## config.mk

```make
export PLATFORM = sky130hd
export DESIGN_NAME = mips_pipeline_idex_register
export DESIGN_NICKNAME = d
export VERILOG_FILES = /design/src/rtl/mips_pipeline_idex_register_pkg.sv /design/src/rtl/mips_hazard_load_use.sv /design/src/rtl/mips_pipeline_idex_register.sv
export SDC_FILE = /design/constraint.sdc
export NUM_CORES = 1
export LEC_CHECK = 0
export CAP_MARGIN = 25
export CORE_AREA = 3 3 140 142
export CTS_CLUSTER_DIAMETER = 80
export CTS_CLUSTER_SIZE = 24
export DETAILED_ROUTE_END_ITERATION = 10
export DIE_AREA = 0 0 143 145
export PLACE_DENSITY = 0.77
export SYNTH_ARGS = -nofsm -noshare
export SYNTH_HDL_FRONTEND = slang
export SYNTH_SLANG_ARGS = --single-unit
```

## constraint.sdc

```tcl
create_clock -name clock -period 6.1 [get_ports clock]
set_input_delay 1.83 -clock clock [delete_from_list [all_inputs] [get_ports clock]]
set_output_delay 1.83 -clock clock [all_outputs]
set_load 0.005 [all_outputs]
```

## src/rtl/mips_pipeline_idex_register_pkg.sv

```systemverilog
// mips_pipeline_idex_register_pkg: shared IdEx word width, register constants and valid/load convention
package mips_pipeline_idex_register_pkg;
   localparam int IDEX_W = 160;
   localparam logic [4:0] REG_ZERO = 5'd0;
   // A load flag is only meaningful alongside a real instruction.
   function automatic logic load_flag(input logic valid, input logic mem_read);
      return valid & mem_read;
   endfunction
endpackage

```

## src/rtl/mips_hazard_load_use.sv

```systemverilog
// mips_hazard_load_use: detects an ID instruction reading the destination of a load sitting in EX
module mips_hazard_load_use
   import mips_pipeline_idex_register_pkg::*;
(
   input  logic       ex_valid,
   input  logic       ex_mem_read,
   input  logic [4:0] ex_dest,
   input  logic       id_valid,
   input  logic [4:0] id_rs,
   input  logic [4:0] id_rt,
   input  logic       id_uses_rt,
   output logic       hazard
);
   assign hazard = ex_valid & ex_mem_read & id_valid & (ex_dest != REG_ZERO) &
                   ((ex_dest == id_rs) | (id_uses_rt & (ex_dest == id_rt)));
endmodule

```

## src/rtl/mips_pipeline_idex_register.sv

```systemverilog
// mips_pipeline_idex_register: ID/EX register with load-use bubble insertion, flush, hold and bubble counter
module mips_pipeline_idex_register
   import mips_pipeline_idex_register_pkg::*;
#(
   parameter int PIPE_W = IDEX_W,
   parameter int CNT_W  = 16
) (
   input  logic              clock,
   input  logic              reset,
   input  logic [PIPE_W-1:0] pipeIn,
   input  logic              idValid,
   input  logic [4:0]        idRs,
   input  logic [4:0]        idRt,
   input  logic              idUsesRt,
   input  logic              idMemRead,
   input  logic [4:0]        idDestReg,
   input  logic              flush,
   input  logic              hold,
   output logic [PIPE_W-1:0] pipeOut,
   output logic              exValid,
   output logic              exMemRead,
   output logic [4:0]        exDestReg,
   output logic              stallIfId,
   output logic [CNT_W-1:0]  bubbleCount
);
   logic hazard;
   mips_hazard_load_use u_hazard (
      .ex_valid   (exValid),
      .ex_mem_read(exMemRead),
      .ex_dest    (exDestReg),
      .id_valid   (idValid),
      .id_rs      (idRs),
      .id_rt      (idRt),
      .id_uses_rt (idUsesRt),
      .hazard     (hazard)
   );
   assign stallIfId = hazard | hold;
   always_ff @(posedge clock) begin
      if (reset) begin
         pipeOut     <= '0;
         exValid     <= 1'b0;
         exMemRead   <= 1'b0;
         exDestReg   <= REG_ZERO;
         bubbleCount <= '0;
      end else if (flush || (hazard && !hold)) begin
         pipeOut   <= '0;
         exValid   <= 1'b0;
         exMemRead <= 1'b0;
         exDestReg <= REG_ZERO;
         // Squashed instructions are not load-use bubbles; only count the hazard path.
         if (!flush)
            bubbleCount <= &bubbleCount ? bubbleCount : bubbleCount + 1'b1;
      end else if (!hold) begin
         pipeOut   <= pipeIn;
         exValid   <= idValid;
         exMemRead <= load_flag(idValid, idMemRead);
         exDestReg <= idValid ? idDestReg : REG_ZERO;
      end
   end
endmodule

```

==> metrics.cfg, run 1 <==
[floorplanning]
pin_count = 366
dieArea_um2 = 20740
core-area_um2 = 18580
initial_core_util_pct = 32.88
die_h_um = 145
row_count = 50
die_w_um = 143

[sta]
slew_violations = 0
finalWorstSetupSlack_ns = 0.6007
worstMarginPinSlew_ns = 0.8119
max-slew-margin-rel_pct = 45.71
holdWs_ns = 0.4721
fin_tns_setup_ns = 0
clock_skew_ns = 0.01333
finalHoldViolCount = 0
fin_crit_sh_pct = 90.15
fmax_mhz = 181.8
rsz0062_at_grt = false
min_period_ns = 5.499
setup_viol = 0

[route]
post_drt_via_cell_ratio = 5.072
vias = 5554
totalWireLength_um = 20270
dr.pass1.iters = 4
drc = 0
ant_nets = 0
drt_iter0_drc = 202
drt-wirelength-per-cell_um = 18.51

[cells_and_area]
area_growth_pct = 71.26
seq_area_um2 = 3664
final_cell_mix = clkdlybuf4s50_1, dfxtp_1, a22o_1
n_antenna_cell = 0
multiInputGateArea_um2 = 2176
fin_nets = 1031
drive_gt1_share_pct = 4.762
fin_cells = 1095
final_common_cell = clkdlybuf4s50_1
n_fill_cell = 1614

[job]
timing.max_cap.violations = 0

[placed_design]
dp_slack_ns = 0.5741
place_hpwl_um = 14320
routabilityCongestion = 0.7957
numPlacedInstances = 1063
port_buffers = 365

[setup_path]
critPathMaxFanout = 2
crit_arrival_ns = 3.67
crit_chain = clkdlybuf4s50_1 > xor2_1 > nor4_1 > a32oi_1 > nand2b_1 > nand2b_1 > clkdlybuf4s50_1
cp_num_buf_inv = 2
startpoint_type = primary input
worstPathRequired_ns = 4.27
crit_path_max_incr_delay_ns = 0.51
r2r_start = exDestReg[4]
ff2ff_path_depth = 7
endpoint_kind = primary output
worst_r2r_endpoint = pipeOut[37]
r2r_slack_ns = 3.54
crit_family = buffers and inverters
crit_slowest_cell = clkdlybuf4s50_1
path_class = primary input to primary output

[cts]
cts_num_sinks = 183
clk_latency_ns = 0.42
numCtsBuffers = 17
cts_tree = done
cts_root_buffer = clkbuf_16
h-tree-depth = 4
cts_resized = 0
ctsHoldBuffers = 0
cts_buffer_depth = 2
clk_pin_slew_worst_paths_ns = 0.07
postCtsSetupRepairBufs = 0

[global_route]
grt_pass1_wl_um = 31060
grt_max_degree = 144
first_global_vias = 5526
grt_overflow_total = 0
grtUsageTotal_pct = 18.91
antenna_found_initial = 1

[run_status]
status = completed

[hold_path]
min_path_cells = 1
min_path_type = register to register
hp-start = pipeOut[36]
hold_end = pipeOut[36]

[logic_synthesis]
synth_area_leaders = dfxtp_1, a22o_1, buf_6
synthCells = 504
synth.net_count = 687
ys_ff_latch = 183
syn_avg_cell_area_um2 = 12.12
yosysWarnings = 0
yosysUniqueCellTypes = 35
synth_top_cell_area_share_pct = 59.98
synth_area_um2 = 6108
yosysSeqAreaShare_pct = 59.98
synth_top_cell_by_area = dfxtp_1

[power]
powerDensity_nw_per_um2 = 252.4
leakage_nw = 3.862
ir_drop_v = 0.0001685

[metal layers]
metal / wire length [µm] / GRT usage, % / vias up / share of wire (%)
met3: 1768 / 7.086 / 29 / 8.7
li1: - / - / 2631 / -
met4: 428 / 5.703 / 2 / 2.1
met2: 9973 / 31.39 / 235 / 49
met1: 8082 / 22.65 / 2657 / 40
met5: 13 / 0 / - / 0.064
[worst reg2reg max path: cells and delay by family, from the launching register on]
| family | cells | cell delay, ns |
|---|---|---|
| compound gates | 3 | 0.90 |
| buf+inv | 2 | 0.86 |
| flops | 1 | 0.49 |
| xor+xnor | 1 | 0.19 |
| simple gates | 1 | 0.07 |
[Yosys cell counts, drive strengths merged]
cell / n
nor3: 3
dfxtp: 183
a32o: 6
a21oi: 12
inv: 2
nor4: 2
and2: 4
nor2b: 2
a22o: 161
o21ai: 1
a32oi: 1
nand3: 6
o41ai: 1
nor3b: 1
ha: 1
o31a: 2
or4: 13
clkbuf: 30
o21ba: 2
or4b: 1
a21o: 1
mux2: 2
xor2: 9
and3: 1
nor2: 9
buf: 16
and4: 1
nand4: 8
xnor2: 1
mux2i: 1
nand2b: 4
o31ai: 11
nand2: 6
[through the flow]
stage | cell area, µm² | power [mW] | utilization, %
after global placement | 9863 | 1.548 | 53.08
after floorplan | 6108 | 1.348 | -
after CTS | 10460 | 2.671 | 56.30
after detailed placement | 9863 | 1.553 | 53.08
final | 10460 | 2.640 | 56.30
after global routing | 10460 | 2.735 | 56.30
[cell type report]
cell class | count | area share (%)
inverter | 2 | 0.07176
tap | 234 | 2.799
clock buffer | 19 | 4.138
clock inverter | 13 | 1.579
timing repair buffer | 371 | 35.59
sequential | 183 | 35.02
multi-input combinational | 273 | 20.80
[report_power, final]
part,switching [mW],internal (mW),total (mW)
clock network,0.496,0.619,1.11
registers,0.0207,1.23,1.25
logic,0.0818,0.192,0.274
total,0.599,2.04,2.64
[kinds of logic after synthesis]
| logic type | synth area share, % |
|---|---|
| adders and majority gates | 0.2048 |
| and+or+nand+nor | 5.838 |
| DFF | 59.98 |
| AOI/OAI and AO/OA | 27.51 |
| xor gates and xnor gates | 1.434 |
| muxes | 0.5325 |
| buffers and inverters | 4.506 |
[worst max-delay path by stage]
| stage | end | cells after the start | start |
|---|---|---|---|
| 5_1_grt | stallIfId | 7 | idRt[3] |
| 2_1_floorplan | stallIfId | 6 | idRt[3] |
| 3_5_place_dp | stallIfId | 7 | idRt[3] |
| 4_1_cts | stallIfId | 7 | idRt[3] |
| 6_report | stallIfId | 7 | idRt[3] |
| 3_3_place_gp | stallIfId | 7 | idRt[3] |
[sequential cells by signal, indices dropped and copies added (netlist names)]
signal,flops
exValid,1
exDestReg,5
pipeOut,160
exMemRead,1
bubbleCount,16
No activity file was read; power rests on OpenSTA's default activity.
==> run 2: changes to the inputs <==
--- a/config.mk
+++ b/config.mk
@@ -6,12 +6,12 @@
 export NUM_CORES = 1
 export LEC_CHECK = 0
 export CAP_MARGIN = 25
-export CORE_AREA = 3 3 140 142
+export CORE_AREA = 3 3 141 143
 export CTS_CLUSTER_DIAMETER = 80
 export CTS_CLUSTER_SIZE = 24
 export DETAILED_ROUTE_END_ITERATION = 10
-export DIE_AREA = 0 0 143 145
-export PLACE_DENSITY = 0.77
+export DIE_AREA = 0 0 144 146
+export PLACE_DENSITY = 0.76
 export SYNTH_ARGS = -nofsm -noshare
 export SYNTH_HDL_FRONTEND = slang
 export SYNTH_SLANG_ARGS = --single-unit
==> constraint.sdc (replaced) <==
create_clock -name clock -period 5.4 [get_ports clock]
set_input_delay 1.62 -clock clock [delete_from_list [all_inputs] [get_ports clock]]
set_output_delay 1.62 -clock clock [all_outputs]
set_load 0.005 [all_outputs]
==> metrics.cfg, run 2 (synthesized netlist as in run 1, its figures left out) <==
[power]
powerDensity_nw_per_um2 = 280.5
leakage_nw = 3.862
power_mw = 2.927
ir_drop_v = 0.0002045

[sta]
worstMarginPinSlew_ns = 0.9527
finalHoldViolCount = 0
slew_violations = 0
rsz0062_at_grt = false
fin_crit_sh_pct = 94.30
fmax_mhz = 196.4
finalWorstSetupSlack_ns = 0.3076
min_period_ns = 5.092
clock_skew_ns = 0.01226
fin_tns_setup_ns = 0
setup_viol = 0
max-slew-margin-rel_pct = 36.49

[cells_and_area]
n_fill_cell = 1588
largest_reg_flops = 160
top_regs = pipeOut: 160 flops, bubbleCount: 16 flops, exDestReg: 5 flops
n_antenna_cell = 0
drive_gt1_share_pct = 4.994
area_growth_pct = 70.83
final_common_cell = clkdlybuf4s50_1
regMostFlops = pipeOut
final_area_um2 = 10440
final_cell_mix = clkdlybuf4s50_1, dfxtp_1, a22o_1
fin_nets = 1032

[cts]
cts_buffer_depth = 2
cts_root_buffer = clkbuf_16
ctsHoldBuffers = 0
cts_num_sinks = 183
postCtsSetupRepairBufs = 0
h-tree-depth = 4
cts_tree = done
clk_latency_ns = 0.42
cts_resized = 0
numCtsBuffers = 17
clk_pin_slew_worst_paths_ns = 0.07

[route]
drc = 0
ant_nets = 0
post_drt_via_cell_ratio = 5.024
vias = 5501
dr.pass1.iters = 4
drt-wirelength-per-cell_um = 18.66
totalWireLength_um = 20430
drt_iter0_drc = 233

[placed_design]
place_area_um2 = 9858
dp_slack_ns = 0.3007
port_buffers = 365
place_hpwl_um = 14620
routabilityCongestion = 0.8235

[setup_path]
crit_family = buffers and inverters
crit_slowest_cell = clkdlybuf4s50_1
startpoint_type = primary input
crit_arrival_ns = 3.47
worstPathRequired_ns = 3.78
path_class = primary input to primary output
crit_path_max_incr_delay_ns = 0.52
critPathMaxFanout = 2
endpoint_kind = primary output
cp_num_buf_inv = 2
crit_chain = clkdlybuf4s50_1 > xor2_1 > nor4_1 > a32oi_1 > nand2b_1 > nand2b_1 > clkdlybuf4s50_1

[global_route]
grt_max_degree = 110
antenna_found_initial = 1
grt_pass1_wl_um = 30240
grtUsageTotal_pct = 18.26
first_global_vias = 5421
grt_overflow_total = 0

[hold_path]
min_path_type = register to register

[run_status]
status = completed

[floorplanning]
die_w_um = 144
pin_count = 366
row_count = 50
die_h_um = 146
initial_core_util_pct = 32.66
dieArea_um2 = 21020
core-area_um2 = 18710

[job]
timing.max_cap.violations = 0

==> run 2: cell types whose count changed in the layout (fill, tap and decap cells not counted), sizes merged <==
cell      change
clkinvlp      -2
buf           +1
inv           +1
bufinv        -2
clkbuf        -1
clkinv        +3
==> run 2: area by class of cell <==
| cell class | count | area [µm²] | area share [%] |
|---|---|---|---|
| clock buffers | 18 | 439.2 | 4.209 |
| clock inverters | 13 | 137.6 | 1.319 |
| inverters | 2 | 7.507 | 0.07194 |
| multi-input cells | 273 | 2176 | 20.85 |
| flip-flops and latches | 183 | 3664 | 35.11 |
| well taps | 234 | 292.8 | 2.806 |
| repair buffers | 372 | 3719 | 35.64 |
==> run 2: layer usage <==
metal / routed length (µm) / global-route usage [%] / vias up / share of wire (%)
li1: - / - / 2645 / -
met1: 8195 / 21.91 / 2595 / 40
met2: 10240 / 30.87 / 239 / 50
met3: 1756 / 6.901 / 20 / 8.6
met4: 224 / 4.190 / 2 / 1.1
met5: 13 / 0 / - / 0.064
==> run 2: where the power goes <==
| group | total [mW] | internal, mW | switching [mW] |
|---|---|---|---|
| clock | 1.20 | 0.626 | 0.579 |
| sequential | 1.41 | 1.39 | 0.0235 |
| combinational | 0.309 | 0.217 | 0.0922 |
| total | 2.93 | 2.23 | 0.695 |
==> run 2: path summary, 6_finish.rpt <==
kind	start	end	slack [ns]	cells past startpoint
min reg2reg	pipeOut[102]	pipeOut[102]	0.47	1
min	pipeOut[102]	pipeOut[102]	0.47	1
max	idRt[3]	stallIfId	0.31	7
max reg2reg	exDestReg[1]	pipeOut[48]	2.78	7
==> run 2: per-stage QoR <==
stage          cells  hold WS, ns  utilization [%]
6_report        1095       0.4724            55.79
5_1_grt         1095       0.4872            55.79
4_1_cts         1095       0.4768            55.79
3_5_place_dp    1064       0.4534            52.70
3_3_place_gp    1064       0.4544            52.70
2_1_floorplan    504       0.4660                -
==> run 3: changes to the inputs <==
--- a/config.mk
+++ b/config.mk
@@ -8,7 +8,7 @@
 export CAP_MARGIN = 25
 export CORE_AREA = 3 3 141 143
 export CTS_CLUSTER_DIAMETER = 80
-export CTS_CLUSTER_SIZE = 24
+export CTS_CLUSTER_SIZE = 16
 export DETAILED_ROUTE_END_ITERATION = 10
 export DIE_AREA = 0 0 144 146
 export PLACE_DENSITY = 0.76
==> results of run 3 <==
Same layout as run 2: the final DEF is identical, and so are final timing and power.
